File: config.mk
export PLATFORM = sky130hd
export DESIGN_NAME = text_mem_arbiter
export DESIGN_NICKNAME = d
export VERILOG_FILES = /design/src/rtl/text_mem_arbiter_pkg.sv /design/src/rtl/text_mem_arbiter_rr_lock_arb.sv /design/src/rtl/text_mem_arbiter.sv
export SDC_FILE = /design/constraint.sdc
export NUM_CORES = 1
export LEC_CHECK = 0
export CAP_MARGIN = 20
export CORE_MARGIN = 2
export CORE_UTILIZATION = 35
export DETAILED_ROUTE_END_ITERATION = 16
export GPL_TIMING_DRIVEN = 0
export PLACE_DENSITY = 0.82
export SETUP_SLACK_MARGIN = 0.15
export SYNTH_ARGS = -nofsm -noshare
export SYNTH_HDL_FRONTEND = slang
export SYNTH_SLANG_ARGS = --single-unit
File: constraint.sdc
create_clock -name sys_clk -period 2 [get_ports sys_clk]
set_input_delay 0.4 -clock sys_clk [delete_from_list [all_inputs] [get_ports sys_clk]]
set_output_delay 0.4 -clock sys_clk [all_outputs]
set_load 0.01 [all_outputs]
File: src/rtl/text_mem_arbiter_pkg.sv
// Shared types and default widths for the text memory arbiter.
// The default widths match an 80x25 text screen with attribute+character words.
package text_mem_arbiter_pkg;

    localparam int DEF_ADDR_W = 11;
    localparam int DEF_DATA_W = 16;

    typedef enum logic [1:0] {
        IDLE   = 2'd0,
        ACCESS = 2'd1,
        RDWAIT = 2'd2,
        DONE   = 2'd3
    } state_t;

    typedef enum logic {
        PORT_A = 1'b0,
        PORT_B = 1'b1
    } port_t;

endpackage

File: src/rtl/text_mem_arbiter_rr_lock_arb.sv
// Two-port round-robin arbiter with burst lock and a burst limit.
// Here "owner" means the port granted most recently, which doubles as the round-robin pointer.
module rr_lock_arb
    import text_mem_arbiter_pkg::*;
#(
    parameter int MAX_BURST = 16
) (
    input  logic  sys_clk,
    input  logic  rst_n,
    input  logic  a_req,
    input  logic  b_req,
    input  logic  a_lock,
    input  logic  b_lock,
    input  logic  grant_stb,
    input  logic  done_stb,
    output port_t winner,
    output port_t owner
);

    localparam int CNT_W = $clog2(MAX_BURST) + 1;
    localparam logic [CNT_W-1:0] MAX_CNT = CNT_W'(MAX_BURST);

    port_t            last_gnt;
    logic             lock_q;
    logic [CNT_W-1:0] burst_cnt;
    logic             owner_lock;

    assign owner      = last_gnt;
    assign owner_lock = (last_gnt == PORT_B) ? b_lock : a_lock;

    always_comb begin
        winner = PORT_A;
        if (a_req && !b_req) begin
            winner = PORT_A;
        end else if (b_req && !a_req) begin
            winner = PORT_B;
        end else if (a_req && b_req) begin
            // A locked owner keeps the memory until it has used up its burst allowance.
            if (lock_q && (burst_cnt < MAX_CNT)) begin
                winner = last_gnt;
            end else begin
                winner = (last_gnt == PORT_A) ? PORT_B : PORT_A;
            end
        end
    end

    always_ff @(posedge sys_clk or negedge rst_n) begin
        if (!rst_n) begin
            last_gnt  <= PORT_B;
            lock_q    <= 1'b0;
            burst_cnt <= '0;
        end else if (grant_stb) begin
            last_gnt <= winner;
            if ((winner == last_gnt) && lock_q) begin
                if (burst_cnt != MAX_CNT) begin
                    burst_cnt <= burst_cnt + 1'b1;
                end
            end else begin
                burst_cnt <= '0;
            end
        end else if (done_stb) begin
            lock_q <= owner_lock;
            if (!owner_lock) begin
                burst_cnt <= '0;
            end
        end
    end

endmodule

File: src/rtl/text_mem_arbiter.sv
// Shares the video driver's text memory port between the editor (A) and a second engine (B).
// One access per grant: IDLE -> ACCESS -> [RDWAIT] -> DONE -> IDLE.
module text_mem_arbiter
    import text_mem_arbiter_pkg::*;
#(
    parameter int ADDR_W    = DEF_ADDR_W,
    parameter int DATA_W    = DEF_DATA_W,
    parameter int RD_LAT    = 1,
    parameter int MAX_BURST = 16
) (
    input  logic              sys_clk,
    input  logic              rst_n,
    input  logic              a_req,
    input  logic              a_we,
    input  logic              a_lock,
    input  logic [ADDR_W-1:0] a_addr,
    input  logic [DATA_W-1:0] a_wdata,
    input  logic              b_req,
    input  logic              b_we,
    input  logic              b_lock,
    input  logic [ADDR_W-1:0] b_addr,
    input  logic [DATA_W-1:0] b_wdata,
    output logic              a_gnt,
    output logic              b_gnt,
    output logic              a_ack,
    output logic              b_ack,
    output logic [DATA_W-1:0] rdata,
    output logic              mem_we,
    output logic [ADDR_W-1:0] mem_addr,
    output logic [DATA_W-1:0] mem_data,
    input  logic [DATA_W-1:0] ret_data,
    output logic              busy
);

    state_t            state, state_next;
    port_t             winner, owner;
    logic              we_q;
    logic [ADDR_W-1:0] addr_q;
    logic [DATA_W-1:0] wdata_q;
    logic [DATA_W-1:0] rdata_q;
    logic [1:0]        lat_cnt;
    logic              grant_stb;
    logic              done_stb;
    logic              rd_last;

    assign grant_stb = (state == IDLE) && (a_req || b_req);
    assign done_stb  = (state == DONE);
    assign rd_last   = (state == RDWAIT) && (lat_cnt == 2'(RD_LAT));

    rr_lock_arb #(
        .MAX_BURST(MAX_BURST)
    ) u_arb (
        .sys_clk  (sys_clk),
        .rst_n    (rst_n),
        .a_req    (a_req),
        .b_req    (b_req),
        .a_lock   (a_lock),
        .b_lock   (b_lock),
        .grant_stb(grant_stb),
        .done_stb (done_stb),
        .winner   (winner),
        .owner    (owner)
    );

    always_comb begin
        state_next = state;
        case (state)
            IDLE:    if (grant_stb) state_next = ACCESS;
            ACCESS:  state_next = we_q ? DONE : RDWAIT;
            RDWAIT:  if (rd_last) state_next = DONE;
            DONE:    state_next = IDLE;
            default: state_next = IDLE;
        endcase
    end

    always_ff @(posedge sys_clk or negedge rst_n) begin
        if (!rst_n) begin
            state   <= IDLE;
            lat_cnt <= 2'd0;
            we_q    <= 1'b0;
            addr_q  <= '0;
            wdata_q <= '0;
            rdata_q <= '0;
        end else begin
            state <= state_next;
            if (grant_stb) begin
                we_q    <= (winner == PORT_B) ? b_we    : a_we;
                addr_q  <= (winner == PORT_B) ? b_addr  : a_addr;
                wdata_q <= (winner == PORT_B) ? b_wdata : a_wdata;
            end
            // The ACCESS cycle is the first cycle of read latency.
            if (state == ACCESS) begin
                lat_cnt <= 2'd1;
            end else if ((state == RDWAIT) && !rd_last) begin
                lat_cnt <= lat_cnt + 2'd1;
            end
            if (rd_last) begin
                rdata_q <= ret_data;
            end
        end
    end

    assign busy     = (state != IDLE);
    assign a_gnt    = busy && (owner == PORT_A);
    assign b_gnt    = busy && (owner == PORT_B);
    assign a_ack    = done_stb && (owner == PORT_A);
    assign b_ack    = done_stb && (owner == PORT_B);
    assign mem_we   = (state == ACCESS) && we_q;
    assign mem_addr = addr_q;
    assign mem_data = wdata_q;
    assign rdata    = rdata_q;

endmodule

==> impl_metrics.yaml <==
clock_tree:
  cts.sink_count: 55
  cts_root_buf: "clkbuf_8"
  cts_inserted_buffers: 5
  cts.hold.buffers_added: 0
  h-tree-depth: 2
  path_clk_slew_ns: 0.09
  cts_tree: "yes"
  clock_path_buffers: 2
  clkLatencyLatePin_ns: 0.30
grt:
  grt_max_degree: 34
  first_global_vias: 2300
  antenna_found_initial: 0
  grt_pass1_wl_mm: 10.9
  track_usage: 0.163
  grt_overflow: 0
synthesis:
  yosysSeqAreaShare: 0.528
  netlist_instances: 231
  synth_ff_type: "dfrtp_1"
  synth_cell_types: 32
  syn-num-nets: 317
  synth_edf_count: 0
  synth_seq_cells: 55
  syn_area_per_cell_um2: 11.3
  synthArstFlopShare: 1.00
  ys_warn_count: 0
  netlist_area_mm2: 0.00261
detailed_routing:
  postRouteAntennaNets: 0
  post_drt_via_cell_ratio: 4.69
  drc: 0
  drt-wirelength-per-cell_um: 13.9
  firstDrtPassIters: 4
  wl_mm: 6.53
  route.vias.total: 2197
  drt_iter0_drc: 53
critical_path:
  r2r_cells: 7
  worst-path-stages: 5
  crit_required_ns: 1.60
  critPathMaxStageDelay_ns: 0.37
  slowest_stage: "dfrtp_1"
  cp-start-kind: "flip-flop"
  path_class: "reg -> out"
  path_buf_inv: 4
  arrival_ns: 1.38
  reg2reg_slack_ns: 0.22
  worst_setup_path_end_kind: "primary output"
  critPathMaxFanout: 8
  crit_family: "buffers and inverters"
  crit_chain: "inv_2 -> ha_1 -> buf_4 -> inv_1 -> clkdlybuf4s15_1"
sta:
  worstMarginPinSlew_ns: 0.523
  period_needed_ns: 1.78
  finalCritPeriodShare: 0.892
  hold_viol_final: 0
  timing.fmax_mhz: 561
  rsz0062_at_grt: "true"
  setup_viol: 0
  whs_ns: 0.0658
  maxSlewHeadroom: 0.651
  skew_ns: 0.00268
  report.final.slew_viol_count: 0
floorplan:
  fp.dieH_um: 90.4
  die_area_mm2: 0.00817
  core_area_mm2: 0.00725
  fp-row-count: 31
  io_pins: 127
  die_w_um: 90.4
  start_util: 0.360
placed_design:
  gp_congestion: 0.750
  placed_area_mm2: 0.00401
  dp_hpwl_mm: 5.07
  dp.cells: 457
  place.port_buffers: 126
min_path:
  hold_path_class: "in -> async"
job:
  cap_violations: 0
power_and_ir_drop:
  vdd_drop_max_uv: 529
  power_leakage_nw: 1.75
  power_density_mw_per_mm2: 1360
cells_and_area:
  register_area_mm2: 0.00138
  nNetsFinal: 454
  multi_input_area_mm2: 0.00112
  drive_gt1_frac: 0.146
  antenna_cells: 0
  area_delta_synth_final_pct: 59.2
  nFillCells: 627
  instances_no_fill: 468
  final_area_mm2: 0.00416
status:
  run_status: "complete, no violations"
==> synthesized netlist by cell type, drive strengths merged (2+ instances only) <==
| library cell | instances | area share |
|---|---|---|
| nand2b | 3 | 0.0072 |
| a22o | 2 | 0.0067 |
| mux2i | 30 | 0.11 |
| a21oi | 33 | 0.063 |
| clkbuf | 3 | 0.0043 |
| dfrtp | 54 | 0.52 |
| inv | 10 | 0.014 |
| o22ai | 2 | 0.0048 |
| nor2 | 33 | 0.047 |
| xnor2 | 2 | 0.0067 |
| nand2 | 5 | 0.0072 |
| mux2 | 16 | 0.069 |
| ha | 8 | 0.038 |
| and2 | 2 | 0.0048 |
| o21ai | 3 | 0.0057 |
| nand3 | 2 | 0.0038 |
| buf | 9 | 0.029 |
| nor2b | 3 | 0.0072 |
==> layer usage <==
metal / share of wire / global-route usage / vias to the layer above
li1: - / - / 1064
met4: 0.018 / 0.0474 / 0
met5: 0 / 0 / -
met1: 0.41 / 0.194 / 1065
met2: 0.52 / 0.291 / 58
met3: 0.054 / 0.0409 / 10
==> report_power, final <==
| part | switching [W] | internal [W] | total, W |
|---|---|---|---|
| registers | 0.000267 | 0.00164 | 0.00191 |
| logic | 0.00137 | 0.00173 | 0.00310 |
| clock network | 0.000338 | 0.000317 | 0.000655 |
==> path summary, 6_finish.rpt <==
kind / from / to
worst min-delay path: rst_n / mem_addr[6]
worst max register to register: u_arb.owner / we_q
min in group sys_clk: rdata[13] / rdata[13]
max in group asynchronous: rst_n / u_arb.owner
worst max-delay path: state[0] / busy
worst min register to register: rdata[13] / rdata[13]
==> worst register-to-register path: stages, from the launching register on <==
cell and delay [ns]:
dfstp_2 0.53, clkbuf_4 0.17, nand4bb_1 0.15, o211a_4 0.20, buf_12 0.15, buf_12 0.13
mux2i_2 0.24, a21oi_1 0.09
==> flip-flops by register name, summed over array words and instances, names as in the netlist <==
register and flops:
lat_cnt 2, mem_addr 11, mem_data 16, rdata 16, state 2, u_arb.burst_cnt 5
u_arb.lock_q 1, u_arb.owner 1, we_q 1
==> metrics by stage <==
stage | total power, W | util | setup TNS (ns) | setup WS [ns]
floorplan | 0.00348 | - | 0 | 0.361
global placement | 0.00490 | 0.551 | -68.28 | -1.17
detailed placement | 0.00500 | 0.553 | -5.07 | -0.206
CTS | 0.00568 | 0.569 | 0 | 0.145
global route | 0.00608 | 0.573 | 0 | 0.153
finish | 0.00566 | 0.573 | 0 | 0.217
==> final cells by class <==
class	count	area share
Timing Repair Buffer	130	0.311
Tap cell	99	0.0298
Sequential cell	55	0.331
Clock buffer	8	0.0241
Multi-Input combinational cell	154	0.270
Inverter	10	0.00903
Buffer	12	0.0253
==> cell usage in the layout, fill, tap and decap left out, types with 2 or more instances in the layout <==
master           synthesis  routed
buf_12                   2       3
buf_4                    1       4
nand2_1                  5       4
mux2_2                  16      16
clkbuf_4                 0       4
a21oi_1                 33      33
and2_1                   2       2
o22ai_1                  2       2
buf_2                    4       3
inv_1                   10       8
nor2b_1                  3       3
xnor2_1                  2       2
clkbuf_2                 0       7
mux2i_1                 30      28
nand3_1                  2       2
mux2i_2                  0       2
nor2_1                  33      33
clkdlybuf4s50_1          0     119
clkbuf_8                 0       7
inv_2                    0       2
ha_1                     8       7
a22o_1                   2       2
dfrtp_1                 54      54
o21ai_0                  3       3
nand2b_1                 3       3
==> cell families (layout without fill, tap and decap cells) <==
family | count (synthesis) | count (layout) | share of synthesized area
DFF | 55 | 55 | 0.528
and+or+nand+nor | 51 | 51 | 0.0877
AOI/OAI and AO/OA | 46 | 46 | 0.105
muxes | 46 | 46 | 0.184
buffers and inverters | 22 | 160 | 0.0474
adders and majority gates | 8 | 8 | 0.0383
xor gates and xnor gates | 3 | 3 | 0.0101
==> repair_timing <==
| item | 4_1_cts | 5_1_grt |
|---|---|---|
| cloned | 0 | 1 |
| endpoints found under the setup margin | 35 | 38 |
| resized for setup | 18 | 18 |
| setup buffers | 2 | 0 |
| pin swaps | 0 | 0 |
No activity file was read; power rests on OpenSTA's default activity.
